[src/rtl/spi_frame_arbiter_if.sv]
// Bundle of requester-side and SPI-engine-side signals around spi_frame_arbiter.
// The master modport is the arbiter. The slave modport is its environment: the requesters and the byte engine.
interface spi_frame_arbiter_if #(
  parameter int LEN_W = 4
);
  logic [1:0]       I_req;
  logic [LEN_W-1:0] I_len0;
  logic [LEN_W-1:0] I_len1;
  logic [7:0]       I_data0;
  logic [7:0]       I_data1;
  logic [1:0]       O_gnt;
  logic [1:0]       O_byte_ack;
  logic [1:0]       O_frame_done;
  logic             O_busy;
  logic             O_tx_en;
  logic [7:0]       O_tx_data;
  logic             I_tx_done;

  modport master (
    input  I_req, I_len0, I_len1, I_data0, I_data1, I_tx_done,
    output O_gnt, O_byte_ack, O_frame_done, O_busy, O_tx_en, O_tx_data
  );

  modport slave (
    output I_req, I_len0, I_len1, I_data0, I_data1, I_tx_done,
    input  O_gnt, O_byte_ack, O_frame_done, O_busy, O_tx_en, O_tx_data
  );
endinterface

[src/rtl/spi_frame_arbiter.sv]
// Round-robin frame arbiter that shares one SPI byte engine between two requesters.
// It streams each granted multi-byte frame and then holds a programmable idle gap.
module spi_frame_arbiter #(
  parameter int LEN_W      = 4,
  parameter int GAP_CYCLES = 4
) (
  input logic                 clk,
  input logic                 rst_n,
  spi_frame_arbiter_if.master bus
);
  localparam int GAP_W = (GAP_CYCLES > 1) ? $clog2(GAP_CYCLES) : 1;

  typedef enum logic [1:0] {IDLE, SEND, GAP} state_e;

  state_e           state_q, state_d;
  logic [1:0]       gnt_q, gnt_d;
  logic [1:0]       byte_ack_q, byte_ack_d;
  logic [1:0]       frame_done_q, frame_done_d;
  logic             last_q, last_d;
  logic             tx_en_q, tx_en_d;
  logic             busy_q, busy_d;
  logic [LEN_W-1:0] len_q, len_d;
  logic [LEN_W-1:0] byte_cnt_q, byte_cnt_d;
  logic [GAP_W-1:0] gap_cnt_q, gap_cnt_d;
  logic             winner;
  logic [7:0]       tx_data;

  // A lone request wins outright; a tie goes to whoever was not served last.
  assign winner = bus.I_req[1] & (~bus.I_req[0] | ~last_q);

  always_comb begin
    // NOTE: every _d gets its hold value first so no path through the case leaves it unassigned and infers a latch.
    state_d      = state_q;
    gnt_d        = gnt_q;
    last_d       = last_q;
    tx_en_d      = tx_en_q;
    len_d        = len_q;
    byte_cnt_d   = byte_cnt_q;
    gap_cnt_d    = gap_cnt_q;
    byte_ack_d   = '0;
    frame_done_d = '0;

    unique case (state_q)
      IDLE: begin
        if (|bus.I_req) begin
          gnt_d      = winner ? 2'b10 : 2'b01;
          last_d     = winner;
          len_d      = winner ? bus.I_len1 : bus.I_len0;
          byte_cnt_d = '0;
          tx_en_d    = 1'b1;
          state_d    = SEND;
        end
      end
      SEND: begin
        if (bus.I_tx_done) begin
          byte_ack_d = gnt_q;
          if (byte_cnt_q == len_q) begin
            frame_done_d = gnt_q;
            tx_en_d      = 1'b0;
            gnt_d        = '0;
            gap_cnt_d    = '0;
            state_d      = (GAP_CYCLES > 0) ? GAP : IDLE;
          end else begin
            byte_cnt_d = byte_cnt_q + 1'b1;
          end
        end
      end
      GAP: begin
        if (gap_cnt_q == GAP_W'(GAP_CYCLES - 1)) begin
          state_d = IDLE;
        end else begin
          gap_cnt_d = gap_cnt_q + 1'b1;
        end
      end
      default: state_d = IDLE;
    endcase

    busy_d = (state_d != IDLE);
  end

  always_ff @(posedge clk or negedge rst_n) begin
    if (!rst_n) begin
      state_q      <= IDLE;
      gnt_q        <= '0;
      byte_ack_q   <= '0;
      frame_done_q <= '0;
      last_q       <= 1'b1;
      tx_en_q      <= 1'b0;
      busy_q       <= 1'b0;
      len_q        <= '0;
      byte_cnt_q   <= '0;
      gap_cnt_q    <= '0;
    end else begin
      // NOTE: non-blocking so every flop updates from the same pre-edge values regardless of statement order.
      state_q      <= state_d;
      gnt_q        <= gnt_d;
      byte_ack_q   <= byte_ack_d;
      frame_done_q <= frame_done_d;
      last_q       <= last_d;
      tx_en_q      <= tx_en_d;
      busy_q       <= busy_d;
      len_q        <= len_d;
      byte_cnt_q   <= byte_cnt_d;
      gap_cnt_q    <= gap_cnt_d;
    end
  end

  // The data path stays combinational so a byte presented after an ack reaches the engine without a cycle of delay.
  always_comb begin
    tx_data = 8'h00;
    unique case (gnt_q)
      2'b01:   tx_data = bus.I_data0;
      2'b10:   tx_data = bus.I_data1;
      default: tx_data = 8'h00;
    endcase
  end

  assign bus.O_gnt        = gnt_q;
  assign bus.O_byte_ack   = byte_ack_q;
  assign bus.O_frame_done = frame_done_q;
  assign bus.O_busy       = busy_q;
  assign bus.O_tx_en      = tx_en_q;
  assign bus.O_tx_data    = tx_data;
endmodule

[src/flat_wrapper.sv]
// flat-port wrapper written by rule: the top's interface ports become plain ports
module spi_frame_arbiter_flat 
#(
  parameter int LEN_W      = 4,
  parameter int GAP_CYCLES = 4
)
  (clk, rst_n, bus_I_req, bus_I_len0, bus_I_len1, bus_I_data0, bus_I_data1, bus_I_tx_done, bus_O_gnt, bus_O_byte_ack, bus_O_frame_done, bus_O_busy, bus_O_tx_en, bus_O_tx_data);
  spi_frame_arbiter_if #(.LEN_W(LEN_W)) bus_i ();
  input logic clk;
  input logic rst_n;
  input wire logic [$bits(bus_i.I_req)-1:0] bus_I_req;
  input wire logic [$bits(bus_i.I_len0)-1:0] bus_I_len0;
  input wire logic [$bits(bus_i.I_len1)-1:0] bus_I_len1;
  input wire logic [$bits(bus_i.I_data0)-1:0] bus_I_data0;
  input wire logic [$bits(bus_i.I_data1)-1:0] bus_I_data1;
  input wire logic [$bits(bus_i.I_tx_done)-1:0] bus_I_tx_done;
  output wire logic [$bits(bus_i.O_gnt)-1:0] bus_O_gnt;
  output wire logic [$bits(bus_i.O_byte_ack)-1:0] bus_O_byte_ack;
  output wire logic [$bits(bus_i.O_frame_done)-1:0] bus_O_frame_done;
  output wire logic [$bits(bus_i.O_busy)-1:0] bus_O_busy;
  output wire logic [$bits(bus_i.O_tx_en)-1:0] bus_O_tx_en;
  output wire logic [$bits(bus_i.O_tx_data)-1:0] bus_O_tx_data;
  assign bus_i.I_req = bus_I_req;
  assign bus_i.I_len0 = bus_I_len0;
  assign bus_i.I_len1 = bus_I_len1;
  assign bus_i.I_data0 = bus_I_data0;
  assign bus_i.I_data1 = bus_I_data1;
  assign bus_i.I_tx_done = bus_I_tx_done;
  assign bus_O_gnt = bus_i.O_gnt;
  assign bus_O_byte_ack = bus_i.O_byte_ack;
  assign bus_O_frame_done = bus_i.O_frame_done;
  assign bus_O_busy = bus_i.O_busy;
  assign bus_O_tx_en = bus_i.O_tx_en;
  assign bus_O_tx_data = bus_i.O_tx_data;
  spi_frame_arbiter #(.LEN_W(LEN_W), .GAP_CYCLES(GAP_CYCLES)) u_core (.clk(clk), .rst_n(rst_n), .bus(bus_i));
endmodule
[config.mk]
export PLATFORM = sky130hd
export DESIGN_NAME = spi_frame_arbiter_flat
export DESIGN_NICKNAME = d
export VERILOG_FILES = /design/src/rtl/spi_frame_arbiter_if.sv /design/src/rtl/spi_frame_arbiter.sv /design/src/flat_wrapper.sv
export SDC_FILE = /design/constraint.sdc
export NUM_CORES = 1
export LEC_CHECK = 0
export ABC_AREA = 0
export BUFFER_PORTS_ARGS = -buffer_cell sky130_fd_sc_hd__clkbuf_2
export CORE_MARGIN = 2
export CORE_UTILIZATION = 43
export CTS_CLUSTER_SIZE = 28
export DETAILED_ROUTE_END_ITERATION = 8
export PLACE_DENSITY = 0.81
export SLEW_MARGIN = 20
export SYNTH_ARGS = -nofsm -noshare
export SYNTH_HDL_FRONTEND = slang
export SYNTH_SLANG_ARGS = --single-unit
[constraint.sdc]
create_clock -name clk -period 1.55 [get_ports clk]
set_input_delay 0.465 -clock clk [delete_from_list [all_inputs] [get_ports clk]]
set_output_delay 0.465 -clock clk [all_outputs]
set_load 0.03 [all_outputs]
==> results.txt <==
first-pass GRT wire length: 4860 um
CTS tree: built
Iter 0 DRT Violations: 27
total power: 4.08 mW
clk slew on worst S/H paths: 0.13 ns
Fmax achieved: 0.516 GHz
Final Util: 73.1%
layout cells sized above 1: 60.3%
worst path arrival time: 1.47 ns
hpwl dp: 2130 um
Ant. Diodes: 0
ys async rst share: 100%
fin crit period: 1.94 ns
Worst Path Buf+Inv: 2
cell area after synthesis: 1130 um2
die area: 3040 um2
post-route cell area: 1810 um2
Vias: 1103
power density over the cells: 2250 nW/um2
Initial DRT Pass Iterations: 4
clk buf depth: 2
Post-synth EDFFs: 0
failing checks: setup timing
fill cell count: 178
cts hold-fix bufs: 0
core region area: 2480 um2
Area contributors post-synth: dfrtp_1 (44%), a22oi_1 (5.3%), nor2_1 (4.7%)
initial antenna violation count: 0
Mapped Cells: 116
CP required: 1.08 ns
synthesized net count: 149
GRT Resource Usage Total: 23.0%
worst vdd ir: 0.00166 V
warnings from Yosys: 0
fin crit share: 125%
grt ovf: 0
RSZ-0062 raised after global routing: true
Syn Area/Cell: 9.71 um2
Chip Height: 55.2 um
Yosys cell types: 36
number of synthesized register bits: 21
met2 Resource Use GR: 39.5%
Syn-to-layout area delta: 60.9%
setup violators final: 21
status: finished with violations
number of CTS-inserted buffers: 3
Slew Limit Headroom: 65.6%
register area share after synthesis: 46.8%
worst-skew pair later-pin latency: 0.32 ns
endpoints failing hold: 0
Placement Cell Area: 1570 um2
vias per inst: 5.41
worst slew pin tran: 0.516 ns
drt drc: 0
Worst setup EP type: primary output
largest net degree at the start of global routing: 22
root buf cell: clkbuf_4
leading area contributor after synthesis: dfrtp_1
Port Buf Inserts: 44
num ports: 45
CP Class: flop to primary output
Crit-path slowest cell: dfrtp_2
Wirelength per Cell: 14.9 um
Starting Density: 45.5%
final wirelength: 3050 um
met3 global-route usage: 4.84%
share of the synthesized area in the top cell type: 44.4%
met1 Resource Use GR: 30.2%
Post-synth top cells: dfrtp_1 (20), nor2_1 (14), nand2_1 (13)
CTS H-tree lvls: 1
clock skew: 0.0142 ns
Nets: 208
Most used DFF post-synth: dfrtp_1
Pins Over Slew Limit: 0
global route hottest layer: met2
# clock sinks: 21
FP Rows: 18
Die W: 55.2 um
Slowest Stage Delay on Critical Path: 0.44 ns
vias in the first global route: 1047
Pleak: 0.818 nW
max_cap viols: 0
CP cell instances: inv_2 > ha_4 > a22oi_2 > nor2_4 > buf_8
most common cell in the netlist: dfrtp_1
antenna-violating nets left: 0
worst setup margin: -0.388 ns
CP Max Fanout: 8
Worst setup SP type: flop
Hold Crit Class: input pin to async pin
GPL Wtd Cong: 0.803
crit-path leading delay family: flip-flops
-- flip-flops by register name (all words and copies together), names as in the netlist --
name / count
u_core.bus.O_frame_done: 2
u_core.byte_cnt_q: 4
u_core.bus.O_gnt: 2
u_core.len_q: 4
u_core.bus.O_tx_en: 1
u_core.gap_cnt_q: 2
u_core.last_q: 1
u_core.bus.O_byte_ack: 2
u_core.bus.O_busy: 1
u_core.state_q: 2
-- cell families after synthesis --
family	after synthesis	synth area share, %
AND/OR/NAND/NOR	42	18.3
AO/OA/AOI/OAI	29	18.6
flip-flops	21	46.8
buffers and inverters	11	4.33
multiplexers	5	4.44
XOR/XNOR	4	3.11
adder cells (fa/ha/maj)	4	4.44
-- layout make-up --
cell class | instances | area (um2) | area share (%)
Multi-Input combinational cell | 84 | 744 | 41.1
Clock buffer | 3 | 22.5 | 1.24
Inverter | 5 | 21.3 | 1.17
Clock inverter | 1 | 7.51 | 0.414
Sequential cell | 21 | 529 | 29.2
Tap cell | 30 | 37.5 | 2.07
Timing Repair Buffer | 60 | 449 | 24.8
-- routing by layer --
layer	share of wire, %	vias to the layer above
li1	-	530
met1	41	540
met2	54	30
met3	5.5	3
met4	0.33	0
met5	0	-
-- cells in the final DEF, fill, tap and decap left out, types with 3 or more instances in the layout --
master     n
buf_8      9
clkbuf_2  34
clkbuf_4   3
nor2_1     6
inv_1      3
nor2_4     9
nand2_1   13
buf_4     14
a22oi_2    8
dfrtp_1   18
o21ai_0    6
mux2i_1    5
xor2_1     3
-- final timing paths --
check,slack (ns),cells after the start,end,from
max,-0.39,5,bus_O_tx_data[3],u_core.bus.O_gnt[1]
min,0.08,1,u_core.len_q[1],rst_n
max reg2reg,-0.18,5,u_core.bus.O_gnt[0],u_core.len_q[3]
min reg2reg,0.53,2,u_core.bus.O_tx_en,u_core.bus.O_tx_en
max in group asynchronous,1.09,1,u_core.bus.O_gnt[0],rst_n
min in group clk,0.34,2,u_core.last_q,bus_I_req[0]
-- worst reg2reg max path: cells and delay by family (launching register included) --
kind,cells,cell delay (ns)
compound gates,2,0.24
buf+inv,1,0.17
flops,1,0.43
xor+xnor,1,0.19
simple gates,1,0.58
-- power breakdown --
part	internal [mW]	switching [mW]	leakage, nW
combinational	1.26	1.55	0.545
sequential	0.780	0.203	0.259
clock	0.0988	0.179	0.0139
total	2.14	1.94	0.818
-- stage by stage --
step | cells | hold WS (ns) | TNS, ns | setup WS, ns
2_1_floorplan | 116 | 0.169 | -0.634 | -0.0774
3_3_place_gp | 196 | 0.455 | -0.353 | -0.0600
3_5_place_dp | 196 | 0.457 | -0.755 | -0.0831
4_1_cts | 203 | 0.0962 | -3.54 | -0.388
5_1_grt | 204 | 0.120 | -5.31 | -0.438
6_report | 204 | 0.0850 | -4.31 | -0.388
-- timing repair --
item,CTS,global route
setup endpoints to repair,20,23
resized for setup,28,15
cloned,1,0
buffers inserted,2,1
pin swaps,11,12
Note: power is estimated with default switching activity, not from simulation.
